### src/rtl/fetch_pc_sequencer_if.sv
// fetch_pc_sequencer_if: decode-side bus of the fetch PC sequencer (unit flags, redirects, issued PC)
interface fetch_pc_sequencer_if #(
  parameter int PC_WIDTH  = 32,
  parameter int NUM_UNITS = 5
) ();
  logic [NUM_UNITS-1:0] unitEmpty;
  logic                 halt;
  logic [6:0]           operatorType;
  logic                 jump;
  logic [PC_WIDTH-1:0]  jumppc;
  logic                 pcChange;
  logic [PC_WIDTH-1:0]  changeData;
  logic [PC_WIDTH-1:0]  pc;
  logic                 available;
  logic                 decodePulse;
  logic [31:0]          issueCount;
  modport master (
    output unitEmpty, halt, operatorType, jump, jumppc, pcChange, changeData,
    input  pc, available, decodePulse, issueCount
  );
  modport slave (
    input  unitEmpty, halt, operatorType, jump, jumppc, pcChange, changeData,
    output pc, available, decodePulse, issueCount
  );
endinterface

### src/rtl/fetch_pc_sequencer.sv
// fetch_pc_sequencer: warm-up delay, gated issue of fetch PCs with prioritised/latched redirects
module fetch_pc_sequencer #(
  parameter int                     PC_WIDTH       = 32,
  parameter int                     NUM_UNITS      = 5,
  parameter logic [PC_WIDTH-1:0]    RESET_PC       = '0,
  parameter logic [PC_WIDTH-1:0]    PC_STEP        = 1,
  parameter int unsigned            STARTUP_CYCLES = 100,
  parameter logic [6:0]             BRANCH_OP      = 7'b1100011
) (
  input logic                  clock,
  input logic                  reset,
  fetch_pc_sequencer_if.slave  bus
);
  typedef enum logic [1:0] {WARMUP, FIRST, RUN} state_e;
  state_e              state_q, state_d;
  logic [31:0]         cnt_q, cnt_d, issue_cnt_q, issue_cnt_d;
  logic [PC_WIDTH-1:0] pc_q, pc_d, pend_pc_q, pend_pc_d, sel_pc;
  logic                pend_v_q, pend_v_d, pend_chg_q, pend_chg_d;
  logic                avail_q, avail_d, pulse_q, pulse_d;
  logic                br, sel_v, sel_chg, issue;
  // Priority: live pcChange > pending pcChange > live branch > pending branch
  always_comb begin
    br          = bus.operatorType == BRANCH_OP && bus.jump;
    sel_chg     = bus.pcChange || (pend_v_q && pend_chg_q);
    sel_v       = sel_chg || br || pend_v_q;
    sel_pc      = bus.pcChange ? bus.changeData :
                  (pend_v_q && pend_chg_q) ? pend_pc_q :
                  br ? bus.jumppc : pend_pc_q;
    issue       = state_q != WARMUP && (&bus.unitEmpty) && !bus.halt;
    state_d     = state_q;
    cnt_d       = cnt_q;
    pc_d        = pc_q;
    pend_v_d    = pend_v_q;
    pend_pc_d   = pend_pc_q;
    pend_chg_d  = pend_chg_q;
    avail_d     = state_q != WARMUP && (&bus.unitEmpty);
    pulse_d     = issue;
    issue_cnt_d = issue_cnt_q + 32'(issue);
    if (state_q == WARMUP) begin
      cnt_d   = cnt_q != 0 ? cnt_q - 32'd1 : cnt_q;
      state_d = cnt_q == 0 ? FIRST : WARMUP;
    end else if (issue) begin
      pc_d     = sel_v ? sel_pc : state_q == FIRST ? RESET_PC : pc_q + PC_STEP;
      state_d  = RUN;
      pend_v_d = 1'b0;
    end else if (sel_v) begin
      pend_v_d   = 1'b1;
      pend_pc_d  = sel_pc;
      pend_chg_d = sel_chg;
    end
  end
  always_ff @(posedge clock) begin
    if (reset) begin
      state_q     <= WARMUP;
      cnt_q       <= 32'(STARTUP_CYCLES);
      pc_q        <= RESET_PC;
      pend_v_q    <= 1'b0;
      pend_pc_q   <= '0;
      pend_chg_q  <= 1'b0;
      avail_q     <= 1'b0;
      pulse_q     <= 1'b0;
      issue_cnt_q <= '0;
    end else begin
      state_q     <= state_d;
      cnt_q       <= cnt_d;
      pc_q        <= pc_d;
      pend_v_q    <= pend_v_d;
      pend_pc_q   <= pend_pc_d;
      pend_chg_q  <= pend_chg_d;
      avail_q     <= avail_d;
      pulse_q     <= pulse_d;
      issue_cnt_q <= issue_cnt_d;
    end
  end
  assign bus.pc          = pc_q;
  assign bus.available   = avail_q;
  assign bus.decodePulse = pulse_q;
  assign bus.issueCount  = issue_cnt_q;
endmodule

### src/flat_wrapper.sv
// flat-port wrapper written by rule: the top's interface ports become plain ports
module fetch_pc_sequencer_flat 
#(
  parameter int                     PC_WIDTH       = 32,
  parameter int                     NUM_UNITS      = 5,
  parameter logic [PC_WIDTH-1:0]    RESET_PC       = '0,
  parameter logic [PC_WIDTH-1:0]    PC_STEP        = 1,
  parameter int unsigned            STARTUP_CYCLES = 100,
  parameter logic [6:0]             BRANCH_OP      = 7'b1100011
)
  (clock, reset, bus_unitEmpty, bus_halt, bus_operatorType, bus_jump, bus_jumppc, bus_pcChange, bus_changeData, bus_pc, bus_available, bus_decodePulse, bus_issueCount);
  fetch_pc_sequencer_if #(.PC_WIDTH(PC_WIDTH), .NUM_UNITS(NUM_UNITS)) bus_i ();
  input logic clock;
  input logic reset;
  input wire logic [$bits(bus_i.unitEmpty)-1:0] bus_unitEmpty;
  input wire logic [$bits(bus_i.halt)-1:0] bus_halt;
  input wire logic [$bits(bus_i.operatorType)-1:0] bus_operatorType;
  input wire logic [$bits(bus_i.jump)-1:0] bus_jump;
  input wire logic [$bits(bus_i.jumppc)-1:0] bus_jumppc;
  input wire logic [$bits(bus_i.pcChange)-1:0] bus_pcChange;
  input wire logic [$bits(bus_i.changeData)-1:0] bus_changeData;
  output wire logic [$bits(bus_i.pc)-1:0] bus_pc;
  output wire logic [$bits(bus_i.available)-1:0] bus_available;
  output wire logic [$bits(bus_i.decodePulse)-1:0] bus_decodePulse;
  output wire logic [$bits(bus_i.issueCount)-1:0] bus_issueCount;
  assign bus_i.unitEmpty = bus_unitEmpty;
  assign bus_i.halt = bus_halt;
  assign bus_i.operatorType = bus_operatorType;
  assign bus_i.jump = bus_jump;
  assign bus_i.jumppc = bus_jumppc;
  assign bus_i.pcChange = bus_pcChange;
  assign bus_i.changeData = bus_changeData;
  assign bus_pc = bus_i.pc;
  assign bus_available = bus_i.available;
  assign bus_decodePulse = bus_i.decodePulse;
  assign bus_issueCount = bus_i.issueCount;
  fetch_pc_sequencer #(.PC_WIDTH(PC_WIDTH), .NUM_UNITS(NUM_UNITS), .RESET_PC(RESET_PC), .PC_STEP(PC_STEP), .STARTUP_CYCLES(STARTUP_CYCLES), .BRANCH_OP(BRANCH_OP)) u_core (.clock(clock), .reset(reset), .bus(bus_i));
endmodule
### config.mk
export PLATFORM = sky130hd
export DESIGN_NAME = fetch_pc_sequencer_flat
export DESIGN_NICKNAME = d
export VERILOG_FILES = /design/src/rtl/fetch_pc_sequencer_if.sv /design/src/rtl/fetch_pc_sequencer.sv /design/src/flat_wrapper.sv
export SDC_FILE = /design/constraint.sdc
export NUM_CORES = 1
export LEC_CHECK = 0
export ABC_AREA = 1
export CORE_MARGIN = 4
export CORE_UTILIZATION = 49
export DETAILED_ROUTE_END_ITERATION = 8
export PLACE_DENSITY = 0.87
export SYNTH_ARGS = -nofsm -noshare
export SYNTH_HDL_FRONTEND = slang
export SYNTH_SLANG_ARGS = --single-unit
### constraint.sdc
create_clock -name clock -period 2.3 [get_ports clock]
set_input_delay 0.46 -clock clock [delete_from_list [all_inputs] [get_ports clock]]
set_output_delay 0.46 -clock clock [all_outputs]
set_load 0.02 [all_outputs]
* Yosys cells after proc, flatten, opt, wreduce, memory -nomap -nowiden
Cells that the tools add are included.
** Word-level totals
- Flip-flop bits (word level) :: 134
- Logic and storage cells :: 45
- Output and inout port bits :: 66
- Input bits :: 81
** Operators by class
- Reduce and logical (&&, ||, !) cells :: 19
- Bitwise operators :: 2
- Eq/ne operators :: 2
- Add/sub/neg operators :: 3
- Mux-type cells :: 10
** Operators by type and width (number)
- 2-to-1 mux 32 bit :: 5
- adder 32 x 1 -> 32 bit :: 1
- adder 32 x 1 -> 32 bit, second input constant :: 1
- zero test 32 bit :: 1
- nonzero test 32 bit :: 1
- subtractor 32 x 1 -> 32 bit, second input constant :: 1
- equality test 7 bit, second input constant :: 1
- AND reduction 2 bit :: 3
- nonzero test 2 bit :: 3
- AND reduction 5 bit :: 1
- logical AND 1 bit :: 4
- 2-to-1 mux 2 bit :: 2
- logical OR 1 bit :: 3
- 2-to-1 mux 1 bit :: 3
- AND reduction 3 bit :: 1
- equality test 2 x 1 -> 1 bit, second input constant :: 1
- zero test 2 bit :: 1
- NOT 1 bit :: 2
- zero test 1 bit :: 1

* Longest topological paths before layout
Gate-level depths: netlist of the first run.
- Depth after elaboration :: 6
- Gate-level depth with buffers :: 15
- Depth with buffers taken out :: 13

* Worst setup path before layout of the first run
OpenSTA, ideal clock, no wires.
- Kind :: input-to-reg
- From :: in bus_unitEmpty[2]
- To :: reg u_core.issue_cnt_q[18] (netlist: u_core.bus.issueCount[18])
- Arrival time :: 2.309 ns
- Cell stages on the path :: 14
- Buffers on the path :: 2
- Required time :: 2.181 ns
- Library setup time :: 0.119 ns
- Path slack :: -0.129 ns
- Path through :: and3_1 -> nand2_1 -> nor2_2 -> buf_4 -> buf_4 -> ha_1 -> ha_1 -> nand2_1 -> inv_1 -> nand3_1 -> nor3b_2 -> nand2_1 -> o21ai_0 -> a21oi_1
** Between the ends
- Longest elaborated chain between the ends :: 4
** Ends and longest elaborated chain
- start: declaration :: RTL line flat_wrapper.sv:15 : input wire logic [$bits(bus_i.unitEmpty)-1:0] bus_unitEmpty;
- AND reduction 5 bit :: RTL line fetch_pc_sequencer.sv:29 : issue = state_q != WARMUP && (&bus.unitEmpty) && !bus.halt;
- logical AND 1 bit (2 in series) :: RTL line fetch_pc_sequencer.sv:29
- via u_core.issue :: RTL line fetch_pc_sequencer.sv:20 : logic br, sel_v, sel_chg, issue;
- adder 32 x 1 -> 32 bit :: RTL line fetch_pc_sequencer.sv:38 : issue_cnt_d = issue_cnt_q + 32'(issue);
- end signal: assignment :: RTL line fetch_pc_sequencer.sv:72 : issue_cnt_q <= issue_cnt_d;
- end: declaration :: RTL line fetch_pc_sequencer.sv:16 : logic [31:0] cnt_q, cnt_d, issue_cnt_q, issue_cnt_d;
The timed path passes the listed nets, and every way through them passes these cells.
A chain may end at the register's enable or synchronous reset.

* Worst setup path after layout of the first run
- From :: in bus_unitEmpty[3]
- To :: reg u_core.issue_cnt_q[18] (netlist: u_core.bus.issueCount[18])
** Between the ends
- Longest elaborated chain between the ends :: 4
** Ends and longest elaborated chain (RTL line)
- AND reduction 5 bit :: fetch_pc_sequencer.sv:29
- logical AND 1 bit (2 in series) :: fetch_pc_sequencer.sv:29
- adder 32 x 1 -> 32 bit :: fetch_pc_sequencer.sv:38
Every way passes these cells.

==> run_results.csv, run 1 <==
group,metric,value,unit
status,status,"completed",
clocking,postCtsHoldBufs,0,
critical_path,crit_required,2610,ps
timing,fin_crit_sh,93.4,%
critical_path,critical-path-slowest-cell,"clkdlybuf4s50_1",
clocking,cts_inserted_buffers,17,
logic_synthesis,synthesis.instances,1446,
layout,diodes,0,
critical_path,path_class,"primary input to flop",
clocking,cts_sinks,134,
global_route,grt_max_degree,66,
critical_path,reg2reg_from,"u_core.state_q[0]",
place,place_ws,-333,ps
timing,setup_violations,0,
place,dp.cells,1797,
timing,skew,8.13,ps
logic_synthesis,ys_seq_elements,134,
hold_path,min_path_type,"flop to flop",
critical_path,rrSetupSlack,230,ps
critical_path,worstRegToRegCells,13,
clocking,cts_setup_buffers,0,
logic_synthesis,yosysWarnings,0,
place,gp_congestion,0.937,
pwr,p_per_area,501,nW/um2
critical_path,worstSetupPathDepth,13,
layout,final_area,11100,um2
timing,hold_ws,484,ps
route,num_vias,9702,
clocking,ctsResizeCount,0,
timing,slew_violations,0,
layout,drive_gt1_share,8.92,%
global_route,grt_pass1_vias,9016,
clocking,cts.clk_slew.worst_paths,60,ps
timing,relSlewSlack,47.2,%
floorplan,die_width,141,um
floorplan,die-area,20000,um2
logic_synthesis,synth.largest_area_cell,"dfxtp_1",
critical_path,crit_arrival,2460,ps
pwr,p_total,5.57,mW
logic_synthesis,syn_nets,1532,
timing,period_needed,2150,ps
pwr,ir_worst_vdd,0.551,mV
logic_synthesis,syn-cell-area,8730,um2
layout,finalNetCount,1677,
critical_path,crit_path_start_kind,"primary input",
layout,areaGrowthSynthToFinish,27.4,%
route,drt_iter0_markers,757,
critical_path,worstSetupEndpointType,"flop",
route,drtPass1Iterations,5,
timing,fmax,465,MHz
global_route,grt-ovfl-total,0,
flow_run,cap_violations,0,
layout,fin_cells,1829,
logic_synthesis,synth_cell_types,45,
place,portBuffers,146,
place,hpwl,19100,um
critical_path,cp_slowest_stage_delay,460,ps
floorplan,rows,48,
timing,worst_pin_slew,791,ps
clocking,cts_tree,"built",
critical_path,endpoint,"u_core.bus.issueCount[18]",
pwr,p_leak,4.69,nW
global_route,antenna_found_initial,0,
logic_synthesis,avgSynthCellArea,6.04,um2
clocking,insertion_delay,420,ps
clocking,clockBufferDepth,2,
critical_path,path_buf_inv,2,
route,vias_per_cell,5.30,
floorplan,io_pins,147,
critical_path,startpoint,"bus_unitEmpty[3]",
layout,fillers,1567,
logic_synthesis,synth_top_area_share,30.7,%
floorplan,core-area,17400,um2
timing,timing.final.ws_setup,152,ps
critical_path,critPathTopFamily,"simple AND/OR/NAND/NOR gates",
clocking,htreeDepth,4,
critical_path,path_max_fanout,5,
global_route,grt_pass1_wl,43200,um
timing,fin_setup_tns,0,ps
place,dpl_cell_area,10500,um2
route,ant_nets,0,
critical_path,crit_path_frequent_cell,"nand2_1",
route,drc_errors,0,
critical_path,cp_cell_sequence,"clkdlybuf4s50_1 > and3_4 > nand2_2 > nor2_4 > ha_4 > ha_1 > nand2_1 > inv_2 > nand3_4 > nor3b_4 > nand2_1 > o21ai_1 > a21oi_1",
route,wirelength,26300,um
route,routedWlPerCell,14.4,um
logic_synthesis,ys_seq_area_share,30.7,%
floorplan,fp.dieH,141,um
clocking,cts_root_buf,"clkbuf_16",
critical_path,worstReg2RegEnd,"u_core.bus.issueCount[18]",
hold_path,hold_depth,2,
layout,final_core_util,64.1,%
logic_synthesis,synthTopCellsByArea,"dfxtp_1, nand2_1, nor2_1, nand3_1, a21oi_1",
floorplan,initial_core_util,50.3,%
timing,hold_viol_final,0,
global_route,groute.usage.overall,25.9,%
-- synth_stat cells (all sizes together) --
master	count
a21oi	108
a2bb2oi	1
a31oi	2
and3	1
buf	34
clkbuf	22
clkinv	1
dfxtp	134
ha	5
inv	143
nand2	472
nand3	113
nand3b	8
nand4	22
nor2	228
nor2b	1
nor3	13
nor3b	3
nor4	1
o211ai	16
o21a	2
o21ai	58
o21bai	2
or2	28
xnor2	17
xor2	11
-- kinds of logic after synthesis --
group,Yosys count,share of synthesized area (%)
and+or+nand+nor,890,44.2
buffers and inverters,200,9.99
AOI/OAI and AO/OA,189,11.5
DFF,134,30.7
xor gates and xnor gates,28,2.81
adders and majority gates,5,0.717
-- per-layer routing --
| metal | part of all wire (%) | global-route usage (%) | wire [um] | vias to the layer above |
|---|---|---|---|---|
| met5 | 0 | 0 | 0 | - |
| met4 | 2.5 | 8.69 | 656 | 0 |
| met3 | 7.2 | 5.43 | 1890 | 41 |
| met2 | 48 | 44.8 | 12800 | 374 |
| met1 | 42 | 32.2 | 11000 | 4401 |
| li1 | - | - | - | 4886 |
-- where the power goes --
| part | internal (mW) | switching [mW] | leakage [nW] | total [mW] |
|---|---|---|---|---|
| Clock | 1.74 | 1.03 | 0.286 | 2.77 |
| Sequential | 2.34 | 0.0144 | 1.08 | 2.35 |
| Combinational | 0.218 | 0.241 | 3.32 | 0.459 |
-- sequential cells by signal, summed over array words and instances (netlist names) --
signal,count
u_core.bus.pc,32
u_core.bus.available,1
u_core.pend_pc_q,32
u_core.bus.issueCount,32
u_core.cnt_q,32
u_core.state_q,2
u_core.bus.decodePulse,1
u_core.pend_chg_q,1
u_core.pend_v_q,1
-- area by class of cell --
class / count / area, um2 / area share, %
Clock inverter: 7 / 92.6 / 0.832
Multi-Input combinational cell: 1112 / 5230 / 47.0
Timing Repair Buffer: 182 / 1790 / 16.1
Sequential cell: 134 / 2680 / 24.1
Clock buffer: 25 / 505 / 4.54
Inverter: 144 / 543 / 4.88
Tap cell: 225 / 282 / 2.53
-- cells in the final DEF, fill, tap and decap left out, types with 4 or more instances in the layout --
master,instances
nand2_1,457
nor2_1,213
clkdlybuf4s50_1,145
dfxtp_1,134
inv_1,133
a21oi_1,107
nand3_1,107
o21ai_0,50
buf_4,31
or2_2,23
nand4_1,22
xnor2_1,17
clkbuf_16,17
o211ai_1,16
nand2_2,14
xor2_1,11
nor2_2,9
inv_2,9
nor3_1,9
nand3b_1,8
o21ai_1,8
or2_0,5
clkbuf_8,5
buf_12,5
nor2_4,4
ha_1,4
-- worst min-delay path by stage --
stage / from / to / slack [ps]
floorplan: u_core.cnt_q[0] / u_core.cnt_q[0] / 460
global placement: u_core.cnt_q[31] / u_core.cnt_q[31] / 470
detailed placement: u_core.bus.issueCount[31] / u_core.bus.issueCount[31] / 480
CTS: u_core.bus.issueCount[31] / u_core.bus.issueCount[31] / 490
global route: u_core.bus.issueCount[31] / u_core.bus.issueCount[31] / 510
finish: u_core.bus.issueCount[31] / u_core.bus.issueCount[31] / 480
-- worst reg2reg max path, cell delays in order, from the launching register on --
cell,delay (ps)
dfxtp_1,380
nor2_2,90
nor2_2,120
nand2_2,80
nor2_4,120
ha_4,150
ha_1,160
nand2_1,80
inv_2,110
nand3_4,110
nor3b_4,260
nand2_1,100
o21ai_1,140
a21oi_1,50
Power figures use the tool's default switching activity.
==> inputs of run 2 (changes only) <==
CTS_CLUSTER_SIZE = 25   (was default)
TNS_END_PERCENT = 100   (was default)
==> results of run 2 <==
No change in the layout: final DEF, timing and power equal those of run 1.
